[src/rtl/alu_exec.sv]
// Execute-stage ALU: single-cycle arithmetic/logic ops and a bit-serial shifter.
// Valid/ready handshake on both sides; one operation in flight at a time.
module alu_exec #(
  parameter int WIDTH = 32,
  parameter int SHW   = 5
) (
  input  logic             clk,
  input  logic             rst,
  input  logic             IN_VALID,
  output logic             IN_READY,
  input  logic [3:0]       ALUctrl,
  input  logic [WIDTH-1:0] A,
  input  logic [WIDTH-1:0] B,
  input  logic [SHW-1:0]   SHAMT,
  output logic             OUT_VALID,
  input  logic             OUT_READY,
  output logic [WIDTH-1:0] RESULT,
  output logic             ZERO,
  output logic             ILLEGAL
);

  typedef enum logic [1:0] {
    IDLE,
    SHIFT,
    DONE
  } state_e;

  typedef enum logic [2:0] {
    OP_ADD,
    OP_SUB,
    OP_AND,
    OP_OR,
    OP_SLL,
    OP_SRL,
    OP_ILL
  } op_e;

  state_e state_q, state_d;
  op_e op_dec;

  logic             dir_left_q;
  logic [WIDTH-1:0] sreg_q;
  logic [SHW-1:0]   cnt_q;

  logic             accept;
  logic             is_shift;
  logic             long_shift;
  logic             shift_last;
  logic [WIDTH-1:0] alu_res;
  logic [WIDTH-1:0] sreg_nxt;

  assign IN_READY  = (state_q == IDLE);
  assign OUT_VALID = (state_q == DONE);
  assign accept    = IN_VALID && IN_READY;

  always_comb begin
    op_dec = OP_ILL;
    case (ALUctrl)
      4'b0010: op_dec = OP_ADD;
      4'b0100: op_dec = OP_SUB;
      4'b0000: op_dec = OP_AND;
      4'b0001: op_dec = OP_OR;
      4'b1100: op_dec = OP_SLL;
      4'b1010: op_dec = OP_SRL;
      default: op_dec = OP_ILL;
    endcase
  end

  // Zero-amount shifts pass B straight through on the one-cycle path.
  always_comb begin
    alu_res = '0;
    case (op_dec)
      OP_ADD:  alu_res = A + B;
      OP_SUB:  alu_res = A - B;
      OP_AND:  alu_res = A & B;
      OP_OR:   alu_res = A | B;
      OP_SLL:  alu_res = B;
      OP_SRL:  alu_res = B;
      default: alu_res = '0;
    endcase
  end

  assign is_shift   = (op_dec == OP_SLL) || (op_dec == OP_SRL);
  assign long_shift = is_shift && (SHAMT != '0);
  assign shift_last = (cnt_q == SHW'(1));
  assign sreg_nxt   = dir_left_q ? (sreg_q << 1) : (sreg_q >> 1);

  always_comb begin
    state_d = state_q;
    case (state_q)
      IDLE: begin
        if (accept) begin
          state_d = long_shift ? SHIFT : DONE;
        end
      end
      SHIFT: begin
        if (shift_last) begin
          state_d = DONE;
        end
      end
      DONE: begin
        if (OUT_READY) begin
          state_d = IDLE;
        end
      end
      default: state_d = IDLE;
    endcase
  end

  always_ff @(posedge clk) begin
    if (rst) begin
      state_q <= IDLE;
    end else begin
      state_q <= state_d;
    end
  end

  // RESULT only moves when the final value is known; shifts stay internal.
  always_ff @(posedge clk) begin
    if (rst) begin
      RESULT     <= '0;
      ZERO       <= 1'b0;
      ILLEGAL    <= 1'b0;
      sreg_q     <= '0;
      cnt_q      <= '0;
      dir_left_q <= 1'b0;
    end else begin
      case (state_q)
        IDLE: begin
          if (accept) begin
            if (long_shift) begin
              sreg_q     <= B;
              cnt_q      <= SHAMT;
              dir_left_q <= (op_dec == OP_SLL);
            end else begin
              RESULT  <= alu_res;
              ZERO    <= (alu_res == '0);
              ILLEGAL <= (op_dec == OP_ILL);
            end
          end
        end
        SHIFT: begin
          sreg_q <= sreg_nxt;
          cnt_q  <= cnt_q - SHW'(1);
          if (shift_last) begin
            RESULT  <= sreg_nxt;
            ZERO    <= (sreg_nxt == '0);
            ILLEGAL <= 1'b0;
          end
        end
        default: ;
      endcase
    end
  end

endmodule

[config.mk]
export PLATFORM = sky130hd
export DESIGN_NAME = alu_exec
export DESIGN_NICKNAME = d
export VERILOG_FILES = /design/src/rtl/alu_exec.sv
export SDC_FILE = /design/constraint.sdc
export NUM_CORES = 1
export LEC_CHECK = 0
export ABC_AREA = 0
export CORE_ASPECT_RATIO = 1.25
export CORE_UTILIZATION = 41
export CTS_BUF_LIST = sky130_fd_sc_hd__clkbuf_2
export DETAILED_ROUTE_END_ITERATION = 7
export DONT_BUFFER_PORTS = 1
export SLEW_MARGIN = 10
export SYNTH_ARGS = -nofsm -noshare
export SYNTH_HDL_FRONTEND = slang
export SYNTH_SLANG_ARGS = --single-unit
export TNS_END_PERCENT = 20
[constraint.sdc]
create_clock -name clk -period 6.4 [get_ports clk]
set_input_delay 1.28 -clock clk [delete_from_list [all_inputs] [get_ports clk]]
set_output_delay 1.28 -clock clk [all_outputs]
set_load 0.05 [all_outputs]
==> results of run 1 <==
registers in the layout (all words and copies together) (netlist names):
register,cells
dir_left_q,1
state_q,2
sreg_q,32
ILLEGAL,1
ZERO,1
RESULT,32
cnt_q,5
critical path: stages:
cell and delay, ps:
or4_4 560, nor2_1 150, nand2_1 90, nor2_1 130
nand2_1 110, nor3_1 370, a21oi_1 140, xnor2_1 150
ha_1 390, a211oi_1 300, o21ai_0 140, a221oi_1 640
o21ai_0 230, a31oi_1 280, a21oi_1 120, nor3_1 270
nand4_1 140, nor4_1 310, a41o_1 200
metal layers:
metal | vias up | share of wire, %
li1 | 3706 | -
met1 | 3607 | 43
met2 | 267 | 47
met3 | 39 | 7.3
met4 | 0 | 2.8
met5 | - | 0
cell families after synthesis:
kind of cell	count (synthesis)	synth area share, %
xor+xnor	50	6.18
mux	14	1.94
simple gates	373	25.0
compound gates	368	32.7
flops	74	20.5
fa+ha+maj	48	8.05
buf+inv	102	5.59
path summary, 6_finish.rpt:
path,start,end,slack (ps)
worst max register to register,state_q[1]$_SDFFE_PP0P_,ZERO$_SDFFE_PP0P_,2940
worst min-delay path,sreg_q[11]$_SDFFE_PP0P_,sreg_q[11]$_SDFFE_PP0P_,500
worst min register to register,sreg_q[11]$_SDFFE_PP0P_,sreg_q[11]$_SDFFE_PP0P_,500
worst max-delay path,B[4],ZERO$_SDFFE_PP0P_,870
synth_stat cells, drive strengths merged (3+ instances only):
master     n  area [um^2]
nor3      45          225
or3       17          106
maj3      11          110
o21a       9         67.6
nand2    101          379
nand2b     9         56.3
nor2     109          409
and2       4         25.0
o21ai     44          220
nor2b     28          175
a2111oi    7         61.3
a211oi    46          345
a21oi    138          694
o221ai     3         26.3
a31oi     24          150
nand3b     4         30.0
a21o       8         60.1
a211o      4         35.0
o31ai      7         52.6
o311ai     3         26.3
or4        4         33.8
clkbuf    69          260
nor4      13         96.3
a221oi     6         58.8
xnor2     31          279
dfxtp     74         1480
o22ai      5         31.3
ha        36          450
buf       13         67.6
inv       20         75.1
and3       4         25.0
o211ai    20          150
nand4     12         75.1
xor2      19          166
o41ai      4         35.0
o21bai     3         22.5
a22oi     13         97.6
or2        3         21.3
mux2i     14          140
nand3      9         45.0
final cells by class:
type / instances / area [um^2]
clock inverter: 7 / 77.6
multi-input combinational: 853 / 5370
antenna: 1 / 2.50
clock buffer: 9 / 45.0
tap: 220 / 275
timing repair buffer: 12 / 90.1
fill: 1801 / 9630
inverter: 20 / 75.1
sequential: 74 / 1480
power breakdown:
part	leakage (nW)	switching (mW)	internal, mW	total [mW]
Clock	0.0729	0.187	0.0936	0.281
Combinational	1.88	0.294	0.189	0.483
Sequential	0.601	0.0657	0.485	0.551
Total	2.55	0.547	0.767	1.31
through the flow:
stage	std cells	power [mW]	cell area (um^2)
floorplan	1029	0.933	7210
global placement	1179	1.03	7290
detailed placement	1179	1.03	7290
CTS	1195	1.31	7410
global route	1196	1.39	7420
finish	1196	1.31	7420
cell usage in the layout, fill, tap and decap left out, types with 4 or more instances in the layout:
master / count
a21oi_1: 137
nor2_1: 108
nand2_1: 101
dfxtp_1: 73
a211oi_1: 46
o21ai_0: 44
nor3_1: 41
ha_1: 36
xnor2_1: 30
nor2b_1: 27
a31oi_1: 24
inv_1: 20
o211ai_1: 20
xor2_1: 19
or3_1: 17
mux2i_1: 14
a22oi_1: 13
nor4_1: 12
nand4_1: 12
buf_4: 12
maj3_1: 11
nand3_1: 9
o21a_1: 9
clkbuf_2: 9
nand2b_1: 8
o31ai_1: 7
a2111oi_0: 7
a21o_1: 7
o22ai_1: 5
a221oi_1: 5
nor3_2: 4
o41ai_1: 4
nand3b_1: 4
and2_1: 4
and3_1: 4
a211o_1: 4
==> impl_summary.txt, run 1 <==
----------------------------------------------------
[Synthesis]
  Library cells used by synthesis ... 74
  Synth warn ... 0
  Post-synth design cell area ... 0.00721 mm^2
  Sequential fraction of the synthesis area ... approximately 21%
  Net Count, Synth ... approximately 1,100
  Avg Synthesized Cell Area ... 7.01 um^2
  Dominant synthesized flop cell ... dfxtp_1
  Yosys reg bits ... 74
  Share of synthesized flip-flops with an asynchronous set or reset ... 0%
  EDFF count, synth ... 0
  Post-Synthesis Cells ... around 1,000

[Power]
  Reported leakage power ... approximately 2.5 nW
  Areal power density over the cells ... between 150 and 200 mW/mm^2
  Max IR drop VDD ... 0.0828 mV

[Clocking]
  Clock tree root driver cell ... clkbuf_2
  Max Buffers Root-to-Sink ... 2
  Post-cts gate resize count ... 0
  Number of CTS-inserted buffers ... 9
  Setup bufs post-CTS ... 0
  Count of H-tree levels built during CTS ... 3
  TritonCTS Sinks ... 74
  Hold_buf cts ... 0
  CTS tree ... built
  Clock Pin Slew Worst Setup and Hold Paths ... 220 ps
  Clk_lat worst skew ... 560 ps

[STA]
  Time the final worst path needs with I/O delays and setup ... 5530 ps
  Unrepaired setup endpoints after global routing ... false
  Post-Route Skew ... roughly 44 ps
  Total Neg Setup Slack ... 0 ps
  Max-slew violation count ... 0
  Period utilization ... 86.4%
  Achievable frequency ... 0.181 GHz
  Total of endpoints with negative setup slack in the final report ... 0
  Worst Hold Margin ... between 400 and 500 ps
  Setup ws final ... a little under 900 ps
  Transition at the pin with the smallest max-transition slack ... 1150 ps
  Count of final hold-check violations ... 0
  Slew Limit Headroom ... about 23%

[Die]
  Horizontal die dimension ... ~120 um
  Top-level port count ... 113
  DIE AREA ... 0.0181 mm^2
  Initial Util ... about 42%
  Number of placement rows ... 53
  Core area ... 0.0170 mm^2
  Die height ... 150 um

[Routing]
  DR vias/cell ... between 6 and 7
  Number of remaining DRC errors ... 0
  Initial DRC count ... just over 700
  Total via count in the routed design ... 7,619
  WL final ... around 25 mm
  Average routed wire per standard cell ... 21.2 um
  Drt first pass iters ... 5
  Remaining number of nets flagged by the antenna check after routing ... 0

[Layout]
  Fraction of final layout cells sized beyond drive strength 1 ... 5.23%
  Area Overhead vs Synth ... 2.83%
  Number of nets in the finished design ... 1,084
  Final cell utilization of the core ... 43.5%

[Min path]
  Worst min-delay path category ... register to register
  Worst hold stages ... 2

[Job]
  Number of violations of the max-capacitance limit ... 0

[Global routing]
  Initial antenna violation count ... 1
  Met1 demand-to-capacity share in global routing ... 35.7%
  Total GRT Usage ... 27.7%
  Met2 usage ... 45.3%
  GR met3 Demand/Resource ... between 5 and 6%
  Vias in the first global route ... approximately 7,000
  Largest net degree at the start of global routing ... 76
  Total grt overflow ... 0
  First-pass GRT wire length ... 39.0 mm
  Most heavily used metal layer in global routing ... met2

[Worst setup path]
  CP Class ... primary input to register
  Setup crit end kind ... register
  Critical Path RT ... approximately 6900 ps
  Number of cells on the worst reg-to-reg path ... 10
  Startpoint Class ... primary input
  Crit-path max FO ... 9
  Data arrival at the endpoint of the critical path ... 6010 ps

[Run status]
  Status ... completed

[Placement]
  GPL Wtd Cong ... 0.979
  Worst slack after detailed placement ... just under 500 ps
  Count of input and output buffers ... 0
  HPWL reported at the end of detailed placement ... approximately 19 mm

----------------------------------------------------
(Power assumes the default switching activity.)
==> inputs of run 2 (changes only) <==
--- a/config.mk
+++ b/config.mk
@@ -9,6 +9,7 @@
 export CORE_ASPECT_RATIO = 1.25
 export CORE_UTILIZATION = 41
 export CTS_BUF_LIST = sky130_fd_sc_hd__clkbuf_2
+export CTS_CLUSTER_SIZE = 16
 export DETAILED_ROUTE_END_ITERATION = 7
 export DONT_BUFFER_PORTS = 1
 export SLEW_MARGIN = 10
==> results of run 2 <==
The final DEF is identical to that of run 1; final timing and power are the same.
==> RTL change 1, RTL diff (flow settings as in run 2) <==
`WIDTH`: 32 -> 36.
--- a/src/rtl/alu_exec.sv
+++ b/src/rtl/alu_exec.sv
@@ -3,3 +3,3 @@
 module alu_exec #(
-  parameter int WIDTH = 32,
+  parameter int WIDTH = 36,
   parameter int SHW   = 5
Ports: changed (resized A, B and RESULT); port bits go from 113 to 125. No check against the original RTL was run, so the function may have changed too.
==> RTL change 1 against run 2 <==
Global-route usage grew 1.5 points; area after synthesis increased by 18%; sequential share of layout area down 1.3 points; die area rose by 18%; sequential cell count up 8; largest cell class unchanged; final cell count grew 17%; routed wire length increased by 23%; count of clock-buffer cells in the layout grew 1; power increased by 18%; final area is 18% higher; setup slack worse by 0.22 ns; critical path depth rose by 1.
==> RTL change 1: results <==
{
  "yosysUniqueCellTypes": 77,
  "crit_path_max_fanout": 8,
  "grt_max_degree": 84,
  "grt_util_met3": 0.0445,
  "globalRouteMet2Util": 0.470,
  "wl_met1_mm": 13.4,
  "inv_count": 18,
  "wl_per_cell_um": 22.3,
  "fin_skew_ns": 0.0448,
  "hpwlAfterDp_mm": 23.4,
  "rr_worst_depth": 11,
  "track_usage": 0.291,
  "status": "complete, no violations",
  "multi_input_area_um2": 6440,
  "min-delay-start": "sreg_q[10]",
  "num-multi-input-gates": 999,
  "place_congestion": 0.905,
  "antenna_found_initial": 2,
  "firstDrtPassIters": 7,
  "drt_iter0_drc": 700,
  "slowest_stage": "or4b_2",
  "slew_headroom": 0.310,
  "cts.clk_slew.worst_paths_ns": 0.24,
  "grt_pass1_wl_mm": 47.7,
  "fin_ws_ns": 0.656,
  "synthTopCellsByArea": "dfxtp_1, a21oi_1, nand2_1, ha_1, nor2_1",
  "slowest_delay_ns": 0.67,
  "r2r_setup_slack_ns": 2.53,
  "sh_seq_area": 0.187,
  "power_frac_clock": 0.235
}
RTL change 1: cells by family after synthesis:
logic type,count (synthesis),synth area share
multiplexers,37,0.0435
AND/OR/NAND/NOR,420,0.234
buffers and inverters,128,0.0586
AO/OA/AOI/OAI,412,0.314
adder cells (fa/ha/maj),76,0.102
XOR/XNOR,54,0.0554
flip-flops,82,0.192
RTL change 1: metrics by stage:
step / power (mW) / utilization
2_1_floorplan: 1.07 / -
3_3_place_gp: 1.18 / 0.426
3_5_place_dp: 1.18 / 0.426
4_1_cts: 1.54 / 0.434
5_1_grt: 1.64 / 0.434
6_report: 1.55 / 0.434
RTL change 1: worst min path at each step:
stage | end | slack (ns)
2_1_floorplan | sreg_q[6] | 0.44
3_3_place_gp | sreg_q[34] | 0.45
3_5_place_dp | sreg_q[7] | 0.46
4_1_cts | sreg_q[8] | 0.48
5_1_grt | sreg_q[8] | 0.51
6_report | sreg_q[10] | 0.49
==> RTL change 2, RTL diff (settings of run 2) <==
Without the edit above. Make the reset (`rst`) asynchronous in 2 clocked blocks.
--- a/src/rtl/alu_exec.sv
+++ b/src/rtl/alu_exec.sv
@@ -109,3 +109,3 @@
 
-  always_ff @(posedge clk) begin
+  always_ff @(posedge clk or posedge rst) begin
     if (rst) begin
@@ -118,3 +118,3 @@
   // RESULT only moves when the final value is known; shifts stay internal.
-  always_ff @(posedge clk) begin
+  always_ff @(posedge clk or posedge rst) begin
     if (rst) begin
Behaviour: differs if rst is asserted again (counterexample within 4 cycles, from zero or initial values and one cycle with rst high); with rst held inactive, the same outputs for 4 cycles.
==> RTL change 2 against run 2 <==
Largest cell class unchanged; setup slack improved by 0.23 ns; area after synthesis rose by 5.0%; critical endpoint is now ZERO; die area increased by 4.9%; first-iteration DRC count is 8.0% lower; final area grew 5.5%; power increased by 80%; sequential cell count unchanged; non-clock buffer count grew 4; routed wire length increased by 0.21%.
==> RTL change 2: results <==
{
  "status": "complete, no violations",
  "track_usage": 0.269,
  "drive_gt1_frac": 0.0593,
  "root_buffer": "clkbuf_2",
  "ant_nets": 0,
  "grt_pass1_wl_mm": 39.4,
  "crit_path_max_fanout": 8,
  "wl_mm": 25.4,
  "route.vias.total": 7421,
  "grtUsageMet1": 0.359,
  "power.share.switching": 0.521,
  "synth-warning-count": 0,
  "reg2reg_to": "ZERO",
  "hold_end": "sreg_q[0]",
  "hpwlAfterDp_mm": 19.2,
  "slew_headroom": 0.251,
  "synth_nets": 1094,
  "grt_pass1_vias": 6943,
  "route.met3.wl_mm": 1.86,
  "min-delay-start": "sreg_q[0]",
  "clk-insertion-delay-late_ns": 0.54,
  "reg_top3": "RESULT: 32 flops, sreg_q: 32 flops, cnt_q: 5 flops",
  "synth_compound_area_frac": 0.316,
  "synthTopCellsByArea": "dfrtp_1, ha_1, nand2_1, o21ai_0, maj3_1",
  "routed.top_layer": "met4",
  "slowest_delay_ns": 0.42,
  "max-vdd-ir-drop_mv": 0.136,
  "globalRouteMet2Util": 0.419,
  "p_leak_nw": 3.16,
  "drt_iter0_drc": 652,
  "synth_xor_area_frac": 0.0590,
  "place_congestion": 0.964,
  "netlist_top_cells_count": "nand2_1, o21ai_0, nor2_1",
  "synth.area.mux_share": 0.0226,
  "ys.flop_type": "dfrtp_1",
  "r2r_setup_slack_ns": 3.13,
  "wl_per_cell_um": 22.0,
  "slowest_stage": "or3_1",
  "synthAdderAreaFrac": 0.102,
  "grt_util_met3": 0.0504,
  "cts_setup_buffers": 0,
  "firstDrtPassIters": 7,
  "nets": 1037,
  "r2r-start": "state_q[0]",
  "worst_ep_arrival_time_ns": 5.76,
  "fin_skew_ns": 0.0333,
  "syn_inst": 980,
  "grt_max_degree": 75,
  "async_reset_ff_frac": 1.00,
  "dr_wl_met2_mm": 11.8,
  "yosysUniqueCellTypes": 76,
  "ctsHtreeMaxLevel": 3,
  "wl_met1_mm": 10.9,
  "ys_seq_area_frac": 0.245,
  "rr_worst_depth": 11
}
RTL change 2: cell count changes in the layout (fill, tap and decap cells not counted), moves of 18 or more:
cell      delta
o211ai_1    -18
nor3_1      -22
o21ai_0     +39
nor2b_1     -19
dfxtp_1     -73
o31ai_1     +31
a21oi_1     -89
maj3_1      +19
nor2_1      -35
dfrtp_1     +74
RTL change 2: final cells by class:
| cell class | instances | area, um^2 |
|---|---|---|
| diodes | 1 | 2.50 |
| clock buffers | 10 | 50.0 |
| clock inverters | 6 | 81.3 |
| fillers | 1844 | 10300 |
| inverters | 21 | 78.8 |
| multi-input cells | 801 | 5360 |
| flip-flops and latches | 74 | 1850 |
| well taps | 228 | 285 |
| repair buffers | 16 | 120 |
RTL change 2: logic make-up (layout without fill, tap and decap cells):
logic type	Yosys count	after routing
AOI/OAI and AO/OA	346	346
DFF	74	74
xor gates and xnor gates	51	51
other	0	1
muxes	17	17
adders and majority gates	67	67
buffers and inverters	105	53
and+or+nand+nor	320	320
RTL change 2: power by group through the flow:
stage	sequential [mW]	combinational (mW)	clock, mW
after CTS	1.21	0.852	0.309
after detailed placement	1.22	0.851	0
after global placement	1.22	0.844	0
after global routing	1.24	0.961	0.324
after floorplan	1.14	0.691	0
final	1.21	0.859	0.301
RTL change 2: metrics by stage:
stage | instance area, um^2 | total power, mW | setup slack, ns | hold slack [ns]
5_1_grt | 7830 | 2.52 | 0.801 | 0.560
2_1_floorplan | 7570 | 1.83 | 0.798 | 0.450
6_report | 7830 | 2.37 | 1.11 | 0.522
4_1_cts | 7820 | 2.37 | 1.18 | 0.521
3_3_place_gp | 7690 | 2.06 | 0.698 | 0.462
3_5_place_dp | 7690 | 2.07 | 0.615 | 0.477
